$ cat src/rtl/drm_bus_pipe_slice.sv
// Registered two-direction pipeline for the 32-bit DRM bus stream link.
// Each direction is a cascade of 2-entry skid stages with a saturating beat counter at its output.

module drm_bus_pipe_slice_stage #(
    parameter int DATA_WIDTH = 32
) (
    input  logic                  clk,
    input  logic                  rst,
    input  logic                  up_valid,
    output logic                  up_ready,
    input  logic [DATA_WIDTH-1:0] up_data,
    output logic                  dn_valid,
    input  logic                  dn_ready,
    output logic [DATA_WIDTH-1:0] dn_data
);

    logic                  main_valid;
    logic [DATA_WIDTH-1:0] main_data;
    logic                  skid_valid;
    logic [DATA_WIDTH-1:0] skid_data;
    logic                  ready_q;
    logic                  skid_valid_next;
    logic                  xfer;
    logic                  load;

    assign xfer = up_valid & ready_q;
    assign load = ~main_valid | dn_ready;

    // ready_q is the registered complement of the skid state, so a transfer never lands on a full skid.
    always_comb begin
        skid_valid_next = skid_valid;
        if (load) begin
            skid_valid_next = 1'b0;
        end else if (xfer) begin
            skid_valid_next = 1'b1;
        end
    end

    always_ff @(posedge clk) begin
        if (rst) begin
            main_valid <= 1'b0;
            main_data  <= '0;
            skid_valid <= 1'b0;
            skid_data  <= '0;
            ready_q    <= 1'b0;
        end else begin
            skid_valid <= skid_valid_next;
            ready_q    <= ~skid_valid_next;
            if (load) begin
                if (skid_valid) begin
                    main_valid <= 1'b1;
                    main_data  <= skid_data;
                end else if (xfer) begin
                    main_valid <= 1'b1;
                    main_data  <= up_data;
                end else begin
                    main_valid <= 1'b0;
                end
            end else if (xfer) begin
                skid_data <= up_data;
            end
        end
    end

    assign up_ready = ready_q;
    assign dn_valid = main_valid;
    assign dn_data  = main_data;

endmodule

module drm_bus_pipe_slice_chain #(
    parameter int DATA_WIDTH = 32,
    parameter int NUM_STAGES = 2,
    parameter int CNT_WIDTH  = 16
) (
    input  logic                  clk,
    input  logic                  rst,
    input  logic                  s_valid,
    output logic                  s_ready,
    input  logic [DATA_WIDTH-1:0] s_data,
    output logic                  m_valid,
    input  logic                  m_ready,
    output logic [DATA_WIDTH-1:0] m_data,
    input  logic                  cnt_clear,
    output logic [CNT_WIDTH-1:0]  beat_cnt
);

    logic                  node_valid [NUM_STAGES+1];
    logic                  node_ready [NUM_STAGES+1];
    logic [DATA_WIDTH-1:0] node_data  [NUM_STAGES+1];
    logic [CNT_WIDTH-1:0]  cnt;

    function automatic logic [CNT_WIDTH-1:0] sat_inc(input logic [CNT_WIDTH-1:0] v);
        return (&v) ? v : v + 1'b1;
    endfunction

    assign node_valid[0]          = s_valid;
    assign node_data[0]           = s_data;
    assign s_ready                = node_ready[0];
    assign node_ready[NUM_STAGES] = m_ready;
    assign m_valid                = node_valid[NUM_STAGES];
    assign m_data                 = node_data[NUM_STAGES];

    for (genvar i = 0; i < NUM_STAGES; i++) begin : g_stage
        drm_bus_pipe_slice_stage #(
            .DATA_WIDTH(DATA_WIDTH)
        ) u_stage (
            .clk      (clk),
            .rst      (rst),
            .up_valid (node_valid[i]),
            .up_ready (node_ready[i]),
            .up_data  (node_data[i]),
            .dn_valid (node_valid[i+1]),
            .dn_ready (node_ready[i+1]),
            .dn_data  (node_data[i+1])
        );
    end

    // Clear wins over a beat landing in the same cycle.
    always_ff @(posedge clk) begin
        if (rst || cnt_clear) begin
            cnt <= '0;
        end else if (node_valid[NUM_STAGES] && m_ready) begin
            cnt <= sat_inc(cnt);
        end
    end

    assign beat_cnt = cnt;

endmodule

module drm_bus_pipe_slice #(
    parameter int DATA_WIDTH = 32,
    parameter int NUM_STAGES = 2,
    parameter int CNT_WIDTH  = 16
) (
    input  logic                  drm_aclk,
    input  logic                  drm_arst,
    input  logic                  s_drm_to_uip_tvalid,
    output logic                  s_drm_to_uip_tready,
    input  logic [DATA_WIDTH-1:0] s_drm_to_uip_tdata,
    output logic                  m_drm_to_uip_tvalid,
    input  logic                  m_drm_to_uip_tready,
    output logic [DATA_WIDTH-1:0] m_drm_to_uip_tdata,
    input  logic                  s_uip_to_drm_tvalid,
    output logic                  s_uip_to_drm_tready,
    input  logic [DATA_WIDTH-1:0] s_uip_to_drm_tdata,
    output logic                  m_uip_to_drm_tvalid,
    input  logic                  m_uip_to_drm_tready,
    output logic [DATA_WIDTH-1:0] m_uip_to_drm_tdata,
    input  logic                  cnt_clear,
    output logic [CNT_WIDTH-1:0]  d2u_beat_cnt,
    output logic [CNT_WIDTH-1:0]  u2d_beat_cnt
);

    drm_bus_pipe_slice_chain #(
        .DATA_WIDTH(DATA_WIDTH),
        .NUM_STAGES(NUM_STAGES),
        .CNT_WIDTH (CNT_WIDTH)
    ) u_d2u (
        .clk       (drm_aclk),
        .rst       (drm_arst),
        .s_valid   (s_drm_to_uip_tvalid),
        .s_ready   (s_drm_to_uip_tready),
        .s_data    (s_drm_to_uip_tdata),
        .m_valid   (m_drm_to_uip_tvalid),
        .m_ready   (m_drm_to_uip_tready),
        .m_data    (m_drm_to_uip_tdata),
        .cnt_clear (cnt_clear),
        .beat_cnt  (d2u_beat_cnt)
    );

    drm_bus_pipe_slice_chain #(
        .DATA_WIDTH(DATA_WIDTH),
        .NUM_STAGES(NUM_STAGES),
        .CNT_WIDTH (CNT_WIDTH)
    ) u_u2d (
        .clk       (drm_aclk),
        .rst       (drm_arst),
        .s_valid   (s_uip_to_drm_tvalid),
        .s_ready   (s_uip_to_drm_tready),
        .s_data    (s_uip_to_drm_tdata),
        .m_valid   (m_uip_to_drm_tvalid),
        .m_ready   (m_uip_to_drm_tready),
        .m_data    (m_uip_to_drm_tdata),
        .cnt_clear (cnt_clear),
        .beat_cnt  (u2d_beat_cnt)
    );

endmodule

$ cat config.mk
export PLATFORM = sky130hd
export DESIGN_NAME = drm_bus_pipe_slice
export DESIGN_NICKNAME = d
export VERILOG_FILES = /design/src/rtl/drm_bus_pipe_slice.sv
export SDC_FILE = /design/constraint.sdc
export NUM_CORES = 1
export LEC_CHECK = 0
export BUFFER_PORTS_ARGS = -buffer_cell sky130_fd_sc_hd__buf_4
export CAP_MARGIN = 30
export CORE_ASPECT_RATIO = 1.5
export CORE_UTILIZATION = 58
export DETAILED_ROUTE_END_ITERATION = 8
export GPL_ROUTABILITY_DRIVEN = 0
export PLACE_DENSITY_LB_ADDON = 0.15
export SLEW_MARGIN = 20
export SYNTH_ARGS = -nofsm -noshare
export SYNTH_HDL_FRONTEND = slang
export SYNTH_HIERARCHICAL = 1
export SYNTH_SLANG_ARGS = --single-unit
$ cat constraint.sdc
create_clock -name drm_aclk -period 1.9 [get_ports drm_aclk]
set_clock_uncertainty 0.05 [all_clocks]
set_input_delay 0.19 -clock drm_aclk [delete_from_list [all_inputs] [get_ports drm_aclk]]
set_output_delay 0.19 -clock drm_aclk [all_outputs]
set_load 0.01 [all_outputs]
Yosys cells after proc, flatten, opt, wreduce, memory -nomap -nowiden:

Cells that the tools add are included.

* register bits: 300
* input bits: 71
* output and inout bits: 100
* word-level logic and storage cells: 89

* $add $sub $neg: 2
* mux-type cells: 24
* bitwise gates (word level): 22
* reductions and logical operators: 19

Operators with widths (number)
* 2-to-1 mux 32 bit: 8
* adder 16 x 1 -> 16 bit, second input constant: 2
* AND reduction 16 bit: 2
* AND reduction 2 bit: 10
* 2-to-1 mux 1 bit: 16
* inverter 1 bit: 14
* nonzero test 2 bit: 4
* bitwise AND 1 bit: 4
* OR 1 bit: 4
* logical AND 1 bit: 2
* logical OR 1 bit: 1

Logic depth before layout (Yosys ltp):

Gate-level depths: netlist (run 1).

* depth in word-level cells: 4
* gate-level depth with buffers: 7
* gate-level depth less buffers: 5

By module:

Netlist (run 1), hierarchy kept.

Modules (own cells, without submodules)
* drm_bus_pipe_slice_stage: times used 4, area each 2866.5 um^2, cells each 298
* drm_bus_pipe_slice_chain: times used 2, area each 853.3 um^2, cells each 97

Worst setup path before layout (run 1):

Ideal clock, no wire load.

* path type: register to register
* from: reg u_d2u.cnt[0] (netlist: u_d2u/beat_cnt[0])
* to: reg u_d2u.cnt[14] (netlist: u_d2u/beat_cnt[14])
* clock period less this slack: 1661 ps
* cell stages (with the launch flop): 6
* buffers on the path: 0
* slack: 239 ps
* arrival time: 1540 ps
* library setup time: 70 ps
* path through: dfxtp_1 ha_1 and4_2 nand3_1 or4_1 a21oi_1

* longest elaborated chain between the ends: 3

RTL lines
* start: declaration: RTL line 91 `logic [CNT_WIDTH-1:0] cnt;`
* start signal: assignment: RTL line 124 `cnt <= sat_inc(cnt);`
* parallel branches: the longest is 3 deep, another holds adder 16 x 1 -> 16 bit

Parallel ways; which one is timed is not known.
A chain may end at the register's enable or synchronous reset.

Worst setup path after layout (run 1):

* from: reg u_u2d.g_stage[1].u_stage.ready_q
* to: reg u_u2d.g_stage[0].u_stage.ready_q

* longest elaborated chain between the ends: 3

RTL lines
* start: declaration: RTL line 21 `logic ready_q;`
* start signal: assignment: RTL line 48 `ready_q <= ~skid_valid_next;`
* OR 1 bit: RTL line 27 `assign load = ~main_valid | dn_ready;`
* 2-to-1 mux 1 bit: RTL line 32 `if (load) begin`
* inverter 1 bit: RTL line 48
* end signal: assignment: RTL line 48
* end: declaration: RTL line 21

Every way passes these cells.

==> Flow_metrics.wiki, run 1 <==
{| class="wikitable"
! Metric !! Value
|-
| Residual overflow from global routing || 0
|-
| Worst Hold Depth || 3
|-
| Half-perimeter wire length of the detailed placement result || 20,600 µm
|-
| Via density per instance || 5.87
|-
| Final instance count without filler cells || 1,864
|-
| Area of the die || 23,300 µm²
|-
| Worst-case register-to-register setup slack || 0.13 ns
|-
| Most common cell on crit path || nor2_1
|-
| CTS root buffer || clkbuf_16
|-
| Clock tree from TritonCTS || done
|-
| Synth top cells by count || 300 x dfxtp_1, 290 x a21oi_1, 270 x nand2_1
|-
| Die span in y || 187 µm
|-
| Layout-stage area growth over the synthesis result || 21.9%
|-
| R2R Path End || u_u2d/g_stage[0].u_stage/up_ready
|-
| Fin Setup TNS || 0 ns
|-
| CP Capture Type || flop
|-
| Commonest register cell after synthesis || dfxtp_1
|-
| Critical path data arrival time || 2.21 ns
|-
| Average wire per standard cell || 17.9 µm
|-
| Final Max Tran Viols || 0
|-
| Worst Min Path Start || m_drm_to_uip_tready
|-
| Setup violations, final || 0
|-
| Number of detailed-route iterations in the first pass || 7
|-
| Share of Yosys cell area claimed by the top area cell type || 45.6%
|-
| Rel. slew slack || 61.5%
|-
| Core footprint || 22,300 µm²
|-
| Post-placement cell count || 1,743
|-
| Synth warn || 6
|-
| Critical Path Start Type || flop
|-
| Post-synthesis cell area || 13,200 µm²
|-
| Net count after synthesis || 1,459
|-
| Wire length of the first global-routing pass || 53,500 µm
|-
| RSZ-0062 raised after global routing || no
|-
| Number of nets in the final layout || 1,639
|-
| Via total after detailed routing || 10,900
|-
| Initial standard-cell utilization of the core || 59.1%
|-
| Critical-path cell list || nand2b_1, buf_4, nor2_1, nor2_1, dlygate4sd3_1
|-
| Placed cell areas || 14,400 µm²
|-
| Total I/O pin count || 171
|-
| Status || finished, violations left
|-
| Hold violation count in the final report || 0
|-
| Internal Dissipation || 10.6 mW
|-
| Row count || 67
|-
| Worst Reg-to-Reg Cells || 5
|-
| Share of post-route cells with drive strength above 1 || 25.8%
|-
| Power density over cell area || 868 nW/µm²
|-
| Achievable Freq || 0.565 GHz
|-
| Unique cell type count in the Yosys netlist || 44
|-
| CTS HTree Levels || 1
|-
| Syn_area_per_cell || 9.50 µm²
|-
| Initial antenna violation count || 0
|-
| Max Fanout on Critical Path || 20
|-
| Overall fraction of global-route tracks in use || 27.9%
|-
| Maximum vdd drop || 702 µV
|-
| Min setup slack post-route || 0.131 ns
|-
| End point of the worst hold path || u_d2u/beat_cnt[2]
|-
| Post-synth EDFFs || 0
|-
| Number of clock buffers inserted by TritonCTS || 28
|-
| Number of DRC violations after detailed-routing iteration 0 || 656
|-
| Slowest cell on the critical path || dlygate4sd3_1
|-
| Reg clk slew, reported paths || 0.07 ns
|-
| Fin crit period || 1.77 ns
|-
| Fraction of power consumed by combinational cells || 9.3%
|-
| Main area contributors after synthesis || dfxtp_1 46%, a211oi_2 11%, a21oi_1 11%, mux2i_1 9.7%, nand2_1 7.7%
|-
| Synthesized instance count || 1,386
|-
| Library cell occupying the most area in the post-synthesis netlist || dfxtp_1
|-
| Fin Hold WS || 0.0721 ns
|-
| Final cycle utilization of the critical path || 93.1%
|-
| Number of buffers added on ports || 170
|-
| Worst hold-check path type || input pin to flop
|-
| Share of synthesized flip-flops with an asynchronous set or reset || 0%
|-
| Violated checks || design-rule violations
|-
| Total leakage power || 5.38 nW
|-
| Maximum root-to-sink buffer count || 3
|-
| Share of the yosys chip area belonging to registers || 45.6%
|-
| DRC violations left || 20
|-
| Insertion delay to the later sink of the worst-skew pair || 0.54 ns
|-
| Number of nets with antenna violations after routing || 0
|-
| Type of the setup path with the least slack || flop to flop
|-
| Required time at the endpoint of the critical path || 2.34 ns
|-
| # Post-CTS Setup Buffers || 0
|-
| Post-layout instance area || 16,100 µm²
|-
| Post-placement worst setup slack || 0.169 ns
|-
| Startpoint of the worst-slack reg-to-reg timing path || u_u2d/g_stage[1].u_stage/up_ready
|-
| Die X || 125 µm
|-
| Detailed-route wire length || 33,400 µm
|-
| Largest net degree at the start of global routing || 106
|-
| Sequential share of power || 47.7%
|-
| Switching portion of total power || 23.6%
|-
| Clock power share || 43.1%
|-
| Via count of the first global-routing pass || 10,500
|-
| Largest stage delay on the critical path || 0.55 ns
|-
| Worst slew pin tran || 0.578 ns
|-
| Number of max-cap violations || 0
|-
| Sinks on Clock Net || 300
|-
| Diodes inserted || 0
|-
| Count leader, synth || dfxtp_1
|-
| Synth Register Bits || 300
|-
| Net load switching power || 3.29 mW
|}
[cell type report]
class	count	area [µm²]
clock buffers	41	871
flip-flops and latches	300	6010
repair buffers	274	2310
inverters	2	7.51
well taps	276	345
multi-input cells	960	6380
fillers	1654	6240
clock inverters	11	135
[stage by stage]
step | util (%) | total power [mW]
global placement | 64.4 | 7.92
global route | 72.0 | 14.4
finish | 72.0 | 13.9
floorplan | - | 7.53
CTS | 72.0 | 14.0
detailed placement | 64.4 | 7.95
[power groups by stage]
stage / Sequential (mW) / Combinational (mW) / Clock, mW
after floorplan: 6.76 / 0.774 / 0
after global placement: 6.78 / 1.15 / 0
after detailed placement: 6.78 / 1.17 / 0
after CTS: 6.64 / 1.29 / 6.11
after global routing: 6.66 / 1.39 / 6.36
final: 6.64 / 1.29 / 6.01
[cell families after synthesis]
group | synth area share (%)
buffers and inverters | 6.00
AO/OA/AOI/OAI | 25.2
AND/OR/NAND/NOR | 13.2
flip-flops | 45.6
multiplexers | 9.73
adder cells (fa/ha/maj) | 0.190
[registers in the layout (all words and copies together), names as in the netlist]
| name | flops |
|---|---|
| u_u2d/g_stage.u_stage/skid_data | 64 |
| u_u2d/beat_cnt | 16 |
| u_d2u/g_stage.u_stage/dn_valid | 2 |
| u_d2u/g_stage.u_stage/up_ready | 2 |
| u_u2d/g_stage.u_stage/dn_valid | 2 |
| u_d2u/g_stage.u_stage/skid_valid | 2 |
| u_u2d/g_stage.u_stage/skid_valid | 2 |
| u_u2d/g_stage.u_stage/dn_data | 64 |
| u_d2u/g_stage.u_stage/dn_data | 64 |
| u_u2d/g_stage.u_stage/up_ready | 2 |
| u_d2u/g_stage.u_stage/skid_data | 64 |
| u_d2u/beat_cnt | 16 |
[metal layers]
metal  vias to the layer above  track usage (%)  share of wire (%)
li1                       5328                -                  -
met1                      5273             32.2                 39
met3                        66             3.44                4.4
met4                         0             10.1                3.0
met5                         -                0                  0
met2                       271             52.3                 54
[critical path, delay by kind of cell, from the launching register on]
kind,cells,cell delay [ns]
buffers and inverters,2,0.83
and+or+nand+nor,3,0.38
DFF,1,0.46
[what timing repair did]
| action | CTS | global route |
|---|---|---|
| resized for setup | 0 | 0 |
| hold endpoints to repair | 114 | 0 |
| hold buffers | 69 | 0 |
| endpoints found under the setup margin | 0 | 0 |
[how the worst max path moves through the flow]
stage | start | to | slack, ns | depth (start not counted)
3_5_place_dp | u_u2d/beat_cnt[0] | u_u2d/beat_cnt[13] | 0.17 | 6
6_report | u_u2d/g_stage[1].u_stage/up_ready | u_u2d/g_stage[0].u_stage/up_ready | 0.13 | 5
5_1_grt | u_d2u/beat_cnt[0] | u_d2u/beat_cnt[3] | 0.02 | 6
2_1_floorplan | u_d2u/beat_cnt[0] | u_d2u/beat_cnt[14] | 0.24 | 5
4_1_cts | u_u2d/beat_cnt[0] | u_u2d/beat_cnt[13] | 0.16 | 6
3_3_place_gp | u_d2u/beat_cnt[0] | u_d2u/beat_cnt[15] | 0.22 | 6
[placed cells by master, fill, tap and decap left out, drive strengths merged, types with 6 or more instances in the layout]
| cell type | count |
|---|---|
| buf | 205 |
| mux2i | 128 |
| or3 | 12 |
| a21oi | 290 |
| nand3 | 6 |
| and3 | 10 |
| clkinv | 6 |
| o31ai | 12 |
| and2 | 6 |
| dfxtp | 300 |
| dlygate4sd3 | 69 |
| or4 | 12 |
| o21ai | 12 |
| nand4 | 10 |
| nor3 | 8 |
| nand2 | 270 |
| a211oi | 128 |
| nor2 | 14 |
| clkbuf | 41 |
No activity file was read; power rests on OpenSTA's default activity.
==> run 2, diff against run 1 <==
- ABC_AREA: not set -> 1
- CORE_UTILIZATION: 58 -> 59
==> run 2 against run 1 <==
The flow now finishes without violations; worst hold slack worse by 0.047 ns; fmax grew 4.5%; clock power down 11%; first-iteration DRC count fell by 12%; largest power group unchanged.
==> Flow_metrics.wiki, run 2 <==
{| class="wikitable"
! Metric !! Value
|-
| Status || finished clean
|-
| Post-synth EDFFs || 0 (unchanged)
|-
| Synth top cells by count || 688 x nand2_1, 598 x nor2_1, 300 x dfxtp_1
|-
| Die span in y || 192 µm (+2.7%)
|-
| Final instance count without filler cells || 2,785 (+49%)
|-
| Reg clk slew, reported paths || 0.07 ns (about the same)
|-
| Top routing layer in use || met4
|-
| Post-synthesis cell area || 14,100 µm² (+7.4%)
|-
| Number of buffers added on ports || 170 (unchanged)
|-
| Most common cell on crit path || nor2_1
|-
| Worst path bufs/invs || 2 (unchanged)
|-
| Insertion delay to the later sink of the worst-skew pair || 0.54 ns (about the same)
|-
| Share of post-route cells with drive strength above 1 || 12.5% (-13 points)
|-
| Detailed-route wire length || 29,800 µm (-11%)
|-
| CP Capture Type || flop
|-
| Half-perimeter wire length of the detailed placement result || 18,500 µm (-10%)
|-
| Via density per instance || 4.63 (-21%)
|-
| Via total after detailed routing || 12,900 (+18%)
|-
| Number of DRC violations after detailed-routing iteration 0 || 578 (-12%)
|-
| Overall fraction of global-route tracks in use || 24.4% (-3.6 points)
|-
| Met2 routed WL || 14,700 µm (-18%)
|-
| Fin Setup TNS || 0 ns (unchanged)
|-
| Met3 wire len || 1080 µm (-26%)
|-
| Area of the die || 24,600 µm² (+5.5%)
|-
| Rel. slew slack || 55.5% (-6.0 points)
|-
| Most common library cell in the layout ignoring fill and taps || nand2_1
|-
| Worst slew pin tran || 0.668 ns (+0.0904 ns)
|-
| Power density over cell area || 780 nW/µm² (-10%)
|-
| Wire length of the first global-routing pass || 50,700 µm (-5.2%)
|-
| Maximum root-to-sink buffer count || 3 (unchanged)
|-
| Number of clock buffers inserted by TritonCTS || 28 (unchanged)
|-
| Core footprint || 23,600 µm² (+5.7%)
|-
| Critical path data arrival time || 2.08 ns (-0.13 ns)
|-
| Share of the yosys chip area belonging to registers || 42.5% (-3.1 points)
|-
| Number of nets with antenna violations after routing || 0 (unchanged)
|-
| Final cycle utilization of the critical path || 89.1% (-4.0 points)
|-
| Fin Hold WS || 0.0256 ns (-0.0465 ns)
|-
| Worst hold-check path type || input pin to flop
|-
| Wl on met1 || 13,200 µm (+2.1%)
|-
| Sinks on Clock Net || 300 (unchanged)
|-
| Synthesized instance count || 2,270 (+64%)
|-
| Net count after synthesis || 2,343 (+61%)
|-
| Critical-path cell list || ha_1, inv_1, nor2_1, nand2_2, o21ai_2, inv_1, nor2_1, nor2_1
|-
| Critical Path Start Type || flop
|-
| Most frequent cells in the layout || 688 x nand2_1, 598 x nor2_1, 298 x inv_1, 296 x dfxtp_1, 176 x buf_4
|-
| Maximum vdd drop || 664 µV (-5.4%)
|-
| Fin crit period || 1.69 ns (-0.0764 ns)
|-
| Total power consumption of the routed design || 13.3 mW (-4.7%)
|-
| Achievable Freq || 0.591 GHz (+4.5%)
|-
| Initial standard-cell utilization of the core || 60.0% (+0.93 points)
|-
| Setup violations, final || 0 (unchanged)
|-
| Number of nets in the final layout || 2,519 (+54%)
|-
| Post-layout instance area || 17,000 µm² (+6.1%)
|-
| Die X || 128 µm (+2.7%)
|-
| Commonest register cell after synthesis || dfxtp_1
|-
| Via count of the first global-routing pass || 11,500 (+9.7%)
|-
| Initial antenna violation count || 2 (+2)
|-
| Syn_area_per_cell || 6.23 µm² (-34%)
|-
| RSZ-0062 raised after global routing || no
|-
| Largest net degree at the start of global routing || 66 (-38%)
|-
| Share of Yosys cell area claimed by the top area cell type || 42.5% (-3.1 points)
|-
| Row count || 69 (+3.0%)
|-
| Total I/O pin count || 171 (unchanged)
|-
| Slowest cell on the critical path || dfxtp_1
|-
| CTS HTree Levels || 1 (unchanged)
|-
| Share of synthesized flip-flops with an asynchronous set or reset || 0% (unchanged)
|-
| Largest stage delay on the critical path || 0.40 ns (-0.15 ns)
|-
| Max Fanout on Critical Path || 11 (-45%)
|-
| Number of detailed-route iterations in the first pass || 5 (-2)
|-
| Clock tree from TritonCTS || done
|-
| Synth Register Bits || 300 (unchanged)
|-
| Required time at the endpoint of the critical path || 2.29 ns (-0.05 ns)
|-
| DRC violations left || 0 (-100%)
|-
| Total leakage power || 8.13 nW (+51%)
|-
| Top cell family by delay on the critical path || flip-flops
|-
| Number of max-cap violations || 0 (unchanged)
|-
| Unique cell type count in the Yosys netlist || 21 (-52%)
|-
| Library cell occupying the most area in the post-synthesis netlist || dfxtp_1
|-
| Residual overflow from global routing || 0 (unchanged)
|-
| Main area contributors after synthesis || dfxtp_1 42%, nand2_1 18%, nor2_1 16%, inv_1 7.9%, o21ai_0 4.7%
|-
| Post-placement cell count || 2,669 (+53%)
|-
| Final Max Tran Viols || 0 (unchanged)
|-
| Count leader, synth || nand2_1
|-
| # Post-CTS Setup Buffers || 0 (unchanged)
|-
| Placed cell areas || 15,500 µm² (+7.9%)
|-
| CTS root buffer || clkbuf_16
|-
| Average wire per standard cell || 10.7 µm (-40%)
|-
| Layout-stage area growth over the synthesis result || 20.4%
|-
| Type of the setup path with the least slack || flop to flop
|-
| Hold violation count in the final report || 0 (unchanged)
|-
| Synth warn || 6 (unchanged)
|}
## run 2: worst paths after layout
path | from | to | slack (ns) | cells past startpoint
max reg2reg | u_d2u/beat_cnt[0] | u_d2u/beat_cnt[0] | 0.21 | 8
min reg2reg | u_u2d/g_stage[0].u_stage/skid_data[25] | u_u2d/g_stage[0].u_stage/skid_data[25] | 0.43 | 2
min | s_drm_to_uip_tvalid | u_d2u/g_stage[0].u_stage/up_ready | 0.03 | 4
max | u_d2u/beat_cnt[0] | u_d2u/beat_cnt[0] | 0.21 | 8
## run 2: power breakdown
group,internal (mW),switching (mW),leakage [nW],total (mW)
clock,3.01,2.31,0.426,5.32
combinational,0.590,0.761,5.27,1.35
sequential,6.50,0.110,2.44,6.61
## run 2: kinds of logic (layout without fill, tap and decap cells)
kind of cell             after synthesis  after routing  synth area share [%]
adder cells (fa/ha/maj)                2              2                 0.177
XOR/XNOR                              10             10                 0.619
other                                  0              2                     0
AND/OR/NAND/NOR                     1376           1376                  38.1
flip-flops                           300            300                  42.5
buffers and inverters                420            614                  12.9
AO/OA/AOI/OAI                        162            162                  5.79
## run 2: worst min-delay path, delay by kind of cell
kind                   cells  cell delay [ns]
AND/OR/NAND/NOR            2             0.23
AO/OA/AOI/OAI              1             0.06
buffers and inverters      1             0.08
## run 2: final cells by class
| type | instances | area [µm²] |
|---|---|---|
| Tap cell | 319 | 399 |
| Antenna cell | 2 | 5.00 |
| Clock buffer | 43 | 838 |
| Timing Repair Buffer | 256 | 2260 |
| Sequential cell | 300 | 6010 |
| Clock inverter | 5 | 27.5 |
| Inverter | 310 | 1160 |
| Fill cell | 2043 | 6540 |
| Multi-Input combinational cell | 1550 | 6320 |
## run 2: timing repair
item	CTS	global route
hold buffers	66	0
gates resized for setup	0	1
setup endpoints to repair	0	1
endpoints found under the hold margin	79	0
## run 2: per-stage QoR
stage,worst slack (ns),utilization [%]
4_1_cts,0.204,72.2
3_3_place_gp,0.275,65.7
5_1_grt,0.0483,72.3
2_1_floorplan,0.451,-
6_report,0.208,72.3
3_5_place_dp,0.223,65.7
## run 2: per-layer routing
| layer | up-vias | GRT usage (%) |
|---|---|---|
| met5 | - | 0 |
| met4 | 0 | 9.00 |
| met3 | 68 | 3.15 |
| met2 | 239 | 43.7 |
| met1 | 5600 | 29.5 |
| li1 | 6989 | - |
